`config.mk`:
```
export PLATFORM = sky130hd
export DESIGN_NAME = mc_control_fsm
export DESIGN_NICKNAME = d
export VERILOG_FILES = /design/src/rtl/mc_control_fsm.sv
export SDC_FILE = /design/constraint.sdc
export NUM_CORES = 1
export LEC_CHECK = 0
export ABC_CLOCK_PERIOD_IN_PS = 1550
export CAP_MARGIN = 20
export CORE_MARGIN = 5
export CORE_UTILIZATION = 40
export DETAILED_ROUTE_END_ITERATION = 8
export PLACE_DENSITY = 0.73
export SLEW_MARGIN = 20
export SYNTH_ARGS = -nofsm -noshare
export SYNTH_HDL_FRONTEND = slang
export SYNTH_SLANG_ARGS = --single-unit
```
`constraint.sdc`:
```
create_clock -name clk -period 1.55 [get_ports clk]
set_input_delay 0.2325 -clock clk [delete_from_list [all_inputs] [get_ports clk]]
set_output_delay 0.2325 -clock clk [all_outputs]
set_load 0.05 [all_outputs]
```
`src/rtl/mc_control_fsm.sv`:
```
// Multicycle MIPS-style control unit: the control word is decoded from the state and the opcode class latched in DECODE.
// Define MC_SYSCALL_EN to build the SYSCALL state (12); otherwise op=00/fn=0C decodes as illegal.
module mc_control_fsm (
  input  logic        clk,
  input  logic        reset_n,
  input  logic [5:0]  op,
  input  logic [5:0]  fn,
  input  logic        mem_ready,
  output logic [21:0] ctrl_out,
  output logic [3:0]  state,
  output logic        ill_op,
  output logic        instr_done
);

  localparam int B_JADDR    = 21;
  localparam int B_PCSRC    = 19;
  localparam int B_PCWR     = 18;
  localparam int B_INSTDATA = 17;
  localparam int B_MEMRD    = 16;
  localparam int B_MEMWR    = 15;
  localparam int B_IRWR     = 14;
  localparam int B_REGDST   = 12;
  localparam int B_REGIN    = 10;
  localparam int B_REGWR    = 9;
  localparam int B_ALUX     = 8;
  localparam int B_ALUY     = 6;
  localparam int B_ADDSUB   = 5;
  localparam int B_LOGIC    = 3;
  localparam int B_FNTYPE   = 1;
  localparam int B_BRCOND   = 0;

  localparam logic [1:0] FT_LUI   = 2'b00;
  localparam logic [1:0] FT_SLT   = 2'b01;
  localparam logic [1:0] FT_ARITH = 2'b10;
  localparam logic [1:0] FT_LOGIC = 2'b11;

  localparam logic [1:0] LF_AND = 2'b00;
  localparam logic [1:0] LF_OR  = 2'b01;
  localparam logic [1:0] LF_XOR = 2'b10;
  localparam logic [1:0] LF_NOR = 2'b11;

  typedef enum logic [3:0] {
    S_FETCH   = 4'd0,
    S_DECODE  = 4'd1,
    S_EXEC_R  = 4'd2,
    S_EXEC_I  = 4'd3,
    S_ADDR    = 4'd4,
    S_LOAD_RD = 4'd5,
    S_LOAD_WB = 4'd6,
    S_STORE   = 4'd7,
    S_ALU_WB  = 4'd8,
    S_BRANCH  = 4'd9,
    S_JUMP    = 4'd10,
    S_JR      = 4'd11
`ifdef MC_SYSCALL_EN
    , S_SYSCALL = 4'd12
`endif
  } state_t;

  state_t      state_q;
  state_t      dec_next;
  logic [1:0]  dec_ft;
  logic [1:0]  dec_lf;
  logic        dec_as;
  logic        dec_ill;

  logic [1:0]  cls_ft;
  logic [1:0]  cls_lf;
  logic        cls_as;
  logic        cls_rtype;
  logic        cls_link;
  logic        cls_store;

  logic [21:0] ctrl;
  logic        ill_c;
  logic        done_c;

  // Instruction dispatch and ALU function, from the IR fields seen in DECODE
  always_comb begin
    dec_next = S_FETCH;
    dec_ill  = 1'b0;
    dec_ft   = FT_ARITH;
    dec_lf   = LF_AND;
    dec_as   = 1'b0;
    if (op == 6'h00) begin
      case (fn)
        6'h20: dec_next = S_EXEC_R;
        6'h22: begin dec_next = S_EXEC_R; dec_as = 1'b1; end
        6'h24: begin dec_next = S_EXEC_R; dec_ft = FT_LOGIC; dec_lf = LF_AND; end
        6'h25: begin dec_next = S_EXEC_R; dec_ft = FT_LOGIC; dec_lf = LF_OR;  end
        6'h26: begin dec_next = S_EXEC_R; dec_ft = FT_LOGIC; dec_lf = LF_XOR; end
        6'h27: begin dec_next = S_EXEC_R; dec_ft = FT_LOGIC; dec_lf = LF_NOR; end
        6'h2A: begin dec_next = S_EXEC_R; dec_ft = FT_SLT;   dec_as = 1'b1;   end
        6'h08: dec_next = S_JR;
`ifdef MC_SYSCALL_EN
        6'h0C: dec_next = S_SYSCALL;
`endif
        default: dec_ill = 1'b1;
      endcase
    end else begin
      case (op)
        6'h08: dec_next = S_EXEC_I;
        6'h0A: begin dec_next = S_EXEC_I; dec_ft = FT_SLT;   dec_as = 1'b1;   end
        6'h0C: begin dec_next = S_EXEC_I; dec_ft = FT_LOGIC; dec_lf = LF_AND; end
        6'h0D: begin dec_next = S_EXEC_I; dec_ft = FT_LOGIC; dec_lf = LF_OR;  end
        6'h0E: begin dec_next = S_EXEC_I; dec_ft = FT_LOGIC; dec_lf = LF_XOR; end
        6'h0F: begin dec_next = S_EXEC_I; dec_ft = FT_LUI; end
        6'h23, 6'h2B:        dec_next = S_ADDR;
        6'h01, 6'h04, 6'h05: dec_next = S_BRANCH;
        6'h02, 6'h03:        dec_next = S_JUMP;
        default:             dec_ill  = 1'b1;
      endcase
    end
  end

  always_ff @(posedge clk or negedge reset_n) begin
    if (!reset_n) begin
      state_q   <= S_FETCH;
      cls_ft    <= 2'b00;
      cls_lf    <= 2'b00;
      cls_as    <= 1'b0;
      cls_rtype <= 1'b0;
      cls_link  <= 1'b0;
      cls_store <= 1'b0;
    end else begin
      case (state_q)
        S_FETCH:   if (mem_ready) state_q <= S_DECODE;
        S_DECODE: begin
          state_q   <= dec_next;
          cls_ft    <= dec_ft;
          cls_lf    <= dec_lf;
          cls_as    <= dec_as;
          cls_rtype <= (op == 6'h00);
          cls_link  <= (op == 6'h03);
          cls_store <= (op == 6'h2B);
        end
        S_EXEC_R, S_EXEC_I: state_q <= S_ALU_WB;
        S_ADDR:    state_q <= cls_store ? S_STORE : S_LOAD_RD;
        S_LOAD_RD: if (mem_ready) state_q <= S_LOAD_WB;
        S_STORE:   if (mem_ready) state_q <= S_FETCH;
        // Single-cycle final states and unused codes all return to FETCH
        default:   state_q <= S_FETCH;
      endcase
    end
  end

  always_comb begin
    ctrl   = '0;
    ill_c  = 1'b0;
    done_c = 1'b0;
    case (state_q)
      S_FETCH: begin
        ctrl[B_MEMRD]         = 1'b1;
        ctrl[B_FNTYPE +: 2]   = FT_ARITH;
        ctrl[B_PCSRC +: 2]    = 2'b11;
        ctrl[B_IRWR]          = mem_ready;
        ctrl[B_PCWR]          = mem_ready;
      end
      S_DECODE: begin
        ctrl[B_ALUY +: 2]     = 2'b11;
        ctrl[B_FNTYPE +: 2]   = FT_ARITH;
        ill_c                 = dec_ill;
      end
      S_EXEC_R, S_EXEC_I: begin
        ctrl[B_ALUX]          = 1'b1;
        ctrl[B_ALUY +: 2]     = (state_q == S_EXEC_R) ? 2'b01 : 2'b10;
        ctrl[B_ADDSUB]        = cls_as;
        ctrl[B_LOGIC +: 2]    = cls_lf;
        ctrl[B_FNTYPE +: 2]   = cls_ft;
      end
      S_ALU_WB: begin
        ctrl[B_REGWR]         = 1'b1;
        ctrl[B_REGIN +: 2]    = 2'b01;
        ctrl[B_REGDST +: 2]   = cls_rtype ? 2'b01 : 2'b00;
        done_c                = 1'b1;
      end
      S_ADDR: begin
        ctrl[B_ALUX]          = 1'b1;
        ctrl[B_ALUY +: 2]     = 2'b10;
        ctrl[B_FNTYPE +: 2]   = FT_ARITH;
      end
      S_LOAD_RD: begin
        ctrl[B_INSTDATA]      = 1'b1;
        ctrl[B_MEMRD]         = 1'b1;
      end
      S_LOAD_WB: begin
        ctrl[B_REGWR]         = 1'b1;
        done_c                = 1'b1;
      end
      S_STORE: begin
        ctrl[B_INSTDATA]      = 1'b1;
        ctrl[B_MEMWR]         = 1'b1;
        done_c                = mem_ready;
      end
      S_BRANCH: begin
        ctrl[B_ALUX]          = 1'b1;
        ctrl[B_ALUY +: 2]     = 2'b01;
        ctrl[B_ADDSUB]        = 1'b1;
        ctrl[B_FNTYPE +: 2]   = FT_ARITH;
        ctrl[B_BRCOND]        = 1'b1;
        ctrl[B_PCSRC +: 2]    = 2'b10;
        done_c                = 1'b1;
      end
      S_JUMP: begin
        ctrl[B_PCWR]          = 1'b1;
        ctrl[B_REGDST +: 2]   = cls_link ? 2'b10 : 2'b00;
        ctrl[B_REGIN +: 2]    = cls_link ? 2'b10 : 2'b00;
        ctrl[B_REGWR]         = cls_link;
        done_c                = 1'b1;
      end
      S_JR: begin
        ctrl[B_PCSRC +: 2]    = 2'b01;
        ctrl[B_PCWR]          = 1'b1;
        done_c                = 1'b1;
      end
`ifdef MC_SYSCALL_EN
      S_SYSCALL: begin
        ctrl[B_JADDR]         = 1'b1;
        ctrl[B_PCWR]          = 1'b1;
        ctrl[B_REGDST +: 2]   = 2'b10;
        ctrl[B_REGIN +: 2]    = 2'b10;
        ctrl[B_REGWR]         = 1'b1;
        done_c                = 1'b1;
      end
`endif
      default: ill_c = 1'b1;
    endcase
  end

  // Reset gates every output so no enable can leak while reset_n is low
  assign ctrl_out   = reset_n ? ctrl : 22'h000000;
  assign ill_op     = reset_n & ill_c;
  assign instr_done = reset_n & done_c;
  assign state      = state_q;

endmodule

```
==> flow_summary_export.csv, run 1 <==
group,metric,value,unit
clocking,cts_hold_repair.buffers,0,
floorplanning,rows,19,
yosys,synth_ff_type,"dfrtp_1",
clocking,cts_setup_buffers,15,
clocking,cts-buffers-inserted,3,
yosys,syn_avg_cell_area,7.63,µm²
clocking,clockBufferDepth,2,
floorplanning,die_y,64.5,µm
floorplanning,initial_utilization,42.4,%
yosys,yosysSeqAreaShare,25.2,%
yosys,syn_nets,171,
placed_design,hpwl,3.99,mm
yosys,ys_types,51,
yosys,synth_enable_flop_cells,0,
yosys,synth_cells,156,
run_status,stop_stage,"4_1_cts",
floorplanning,io_pins,43,
placed_design,gp_congestion,0.976,
clocking,cts_num_sinks,12,
floorplanning,chipWidth,64.5,µm
placed_design,dp.cells,268,
yosys,async_reset_ff_share,100,%
yosys,synth_seq_cells,12,
placed_design,port_buffers,41,
clocking,htreeDepth,1,
clocking,cts-resized-gates,59,
yosys,syn_area,1190,µm²
clocking,clockRootBuffer,"clkbuf_4",
run_status,outcome,"aborted with a tool error",
yosys,yosys_warnings,0,
run_status,error_line,"[ERROR DPL-0033] detailed placement checks failed during check placement.",
-- synth_stat cells, types with 3 or more instances --
master    number  area [µm²]
inv_1          3        11.3
a31oi_1        4        25.0
nand2_1       16        60.1
clkbuf_1       6        22.5
o21ai_0        4        20.0
nor2b_1        8        50.1
and2_1         7        43.8
or2_2          4        25.0
buf_6          3        33.8
nand2b_1       9        56.3
nor3_1         9        45.0
a32o_1         4        40.0
a21oi_1        6        30.0
nor2_1        16        60.1
dfrtp_1       12         300
-- kinds of logic after synthesis --
logic type / after synthesis / synth area share, %
xor+xnor: 2 / 1.47
other cells: 1 / 0.315
buf+inv: 16 / 7.78
compound gates: 38 / 23.2
simple gates: 87 / 42.0
flops: 12 / 25.2
-- through the flow --
stage	hold slack, ps	setup slack, ps	cell area, µm²	util (%)	setup TNS [ps]
3_3_place_gp	461	-611	2440	87.1	-6640
3_5_place_dp	479	-656	2440	87.1	-7970
2_1_floorplan	-63.1	-425	1450	-	-4050
==> run 2, diff against run 1 <==
--- a/config.mk
+++ b/config.mk
@@ -5,12 +5,12 @@
 export SDC_FILE = /design/constraint.sdc
 export NUM_CORES = 1
 export LEC_CHECK = 0
-export ABC_CLOCK_PERIOD_IN_PS = 1550
+export ABC_CLOCK_PERIOD_IN_PS = 2000
 export CAP_MARGIN = 20
 export CORE_MARGIN = 5
-export CORE_UTILIZATION = 40
+export CORE_UTILIZATION = 25
 export DETAILED_ROUTE_END_ITERATION = 8
-export PLACE_DENSITY = 0.73
+export PLACE_DENSITY_LB_ADDON = 0.15
 export SLEW_MARGIN = 20
 export SYNTH_ARGS = -nofsm -noshare
 export SYNTH_HDL_FRONTEND = slang
==> constraint.sdc (replaced) <==
create_clock -name clk -period 2 [get_ports clk]
set_input_delay 0.3 -clock clk [delete_from_list [all_inputs] [get_ports clk]]
set_output_delay 0.3 -clock clk [all_outputs]
set_load 0.05 [all_outputs]
==> flow_summary_export.csv, run 2 <==
group,metric,value,unit
clocking,clockBufferDepth,2,
finish,final_cells,307,
floorplanning,rows,25,
drt,via_count,1540,
global_routing,track_usage,14.0,%
yosys,syn_nets,171,
yosys,synth_ff_type,"dfrtp_1",
setup_path,slowest_delay,410,ps
placed_design,port_buffers,41,
power_and_ir_drop,p_sw_share,39.6,%
finish,n_antenna_cell,0,
drt,first_iter_violations,67,
placed_design,dp.cells,272,
clocking,cts_hold_repair.buffers,0,
power_and_ir_drop,vdd_drop_max,0.194,mV
yosys,synth_top_area_share,25.2,%
run_status,violations,"negative setup slack",
power_and_ir_drop,pwr_density_cell,527,nW/µm²
placed_design,dpl_cell_area,2180,µm²
sta,fmax,496,MHz
clocking,htreeDepth,1,
setup_path,worstPathRequired,1700,ps
floorplanning,die_y,79.0,µm
global_routing,grt_pass1_wl,7.08,mm
placed_design,gp_congestion,0.883,
floorplanning,initial_utilization,25.5,%
finish,final_common_cell,"buf_4",
hold_path,hp-class,"input pin to asynchronous set/reset pin",
yosys,async_reset_ff_share,100,%
yosys,yosysSeqAreaShare,25.2,%
yosys,synth_cells,156,
finish,fin_util,53.2,%
yosys,synth_enable_flop_cells,0,
yosys,syn_avg_cell_area,7.63,µm²
drt,routed_wl,4.34,mm
yosys,netlist_top_cells_area,"dfrtp_1, nand2_1, nor2_1",
sta,rsz0062_at_grt,"true",
floorplanning,die_area,6240,µm²
run_status,outcome,"finished with violations",
global_routing,antenna_found_initial,0,
finish,drive_gt1_share,56.9,%
sta,fin_crit_sh,101,%
drt,drc,0,
power_and_ir_drop,p_leak,1.13,nW
global_routing,grt_max_degree,18,
drt,drtAntennaViolNets,0,
floorplanning,coreArea,4660,µm²
setup_path,worstSetupPathType,"input pin to primary output",
clocking,insertion_delay,240,ps
yosys,yosys_warnings,0,
drt,wire_per_inst,14.1,µm
setup_path,worstPathArrival,1720,ps
finish,final_nets,269,
yosys,synth_area_leader_cell,"dfrtp_1",
finish,area_delta_synth_final,108,%
finish,most-common-layout-cells,"buf_4, buf_12, nand2_1, nor2_1",
finish,largest_register_ffs,4,
floorplanning,io_pins,43,
setup_path,crit_chain,"buf_6, or3b_4, o211ai_1, a41oi_2, o311a_4, buf_12",
yosys,synth_seq_cells,12,
floorplanning,chipWidth,79.0,µm
sta,fin_ws,-16.7,ps
power_and_ir_drop,seq_power_share,23.7,%
yosys,syn_area,1190,µm²
setup_path,crit_slowest_cell,"o311a_4",
sta,hold_viol,0,
clocking,cts-buffers-inserted,3,
finish,stdcell_area,2480,µm²
drt,dr.pass1.iters,5,
clocking,cts_num_sinks,12,
power_and_ir_drop,internal_power,0.788,mW
setup_path,cp_max_fo,2,
sta,finalSetupViolCount,1,
sta,finalCriticalPeriod,2020,ps
clocking,clockRootBuffer,"clkbuf_8",
sta,report.final.slew_viol_count,0,
placed_design,hpwl,3.20,mm
global_routing,grt_pass1_vias,1520,
drt,drt-vias-per-instance,5.02,
power_and_ir_drop,pwr-share-comb,56.2,%
global_routing,overflow,0,
yosys,ys_types,51,
sta,fin_skew,3.62,ps
power_and_ir_drop,clkPwrFrac,20.1,%
yosys,synth_commonest_cells,"nand2_1, nor2_1, dfrtp_1, nand2b_1, nor3_1",
power_and_ir_drop,p_switching,0.518,mW
setup_path,crit_path_end_kind,"primary output",
setup_path,startpoint_type,"input pin",
flow_run,cap_violations,0,
clocking,cts_tree,"done",
clocking,clk_pin_slew_worst_paths,50,ps
-- run 2: kinds of logic after synthesis --
logic type,Yosys count,synth area share (%)
and+or+nand+nor,87,42.0
AOI/OAI and AO/OA,38,23.2
DFF,12,25.2
buffers and inverters,16,7.78
xor gates and xnor gates,2,1.47
other,1,0.315
-- run 2: final cells by class --
class	instances	area (µm²)
well taps	54	67.6
repair buffers	106	1090
flip-flops and latches	12	305
multi-input cells	128	948
fillers	422	2180
clock buffers	4	55.1
inverters	3	11.3
-- run 2: stage by stage --
step,TNS (ps),total power [mW],worst slack (ps),hold WS (ps)
4_1_cts,-60.7,1.27,-60.4,201
6_report,-16.7,1.31,-16.7,176
5_1_grt,-87.4,1.37,-49.2,213
2_1_floorplan,-138,0.719,-138,4.41
3_3_place_gp,-310,0.998,-310,471
3_5_place_dp,-468,1.00,-385,479
-- run 2: critical path, delay by kind of cell --
family | cells | cell delay (ps)
buffers and inverters | 2 | 240
and+or+nand+nor | 1 | 380
AOI/OAI and AO/OA | 3 | 790
-- run 2: path summary, 6_finish.rpt --
| kind | startpoint | endpoint | slack (ps) | cells past startpoint |
|---|---|---|---|---|
| min in group clk | fn[0] | cls_lf[0] | 460 | 4 |
| hold / removal | reset_n | cls_rtype | 180 | 2 |
| setup reg to reg | state[2] | state[0] | 360 | 5 |
| max in group asynchronous | reset_n | state[1] | 1590 | 2 |
| setup / recovery | fn[2] | ill_op | -20 | 6 |
| hold reg to reg | cls_rtype | cls_rtype | 490 | 2 |
-- run 2: timing repair --
action	4_1_cts	5_1_grt
resized for setup	19	26
hold endpoints to repair	0	0
endpoints found under the setup margin	4	10
pin swaps	4	7
buffers inserted	17	14
-- run 2: routing by layer --
| layer | GRT usage [%] | part of all wire (%) |
|---|---|---|
| met1 | 16.5 | 42 |
| met2 | 25.4 | 50 |
| met3 | 1.70 | 5.2 |
| met4 | 5.67 | 1.9 |
| met5 | 0 | 0 |
-- run 2: power groups by stage --
stage                     Sequential, mW  Clock [mW]  Combinational [mW]
after floorplan                    0.327           0               0.392
after global placement             0.319           0               0.679
after detailed placement           0.319           0               0.685
after CTS                          0.316       0.265               0.694
after global routing               0.315       0.274               0.785
final                              0.309       0.263               0.734
(Power assumes the default switching activity.)
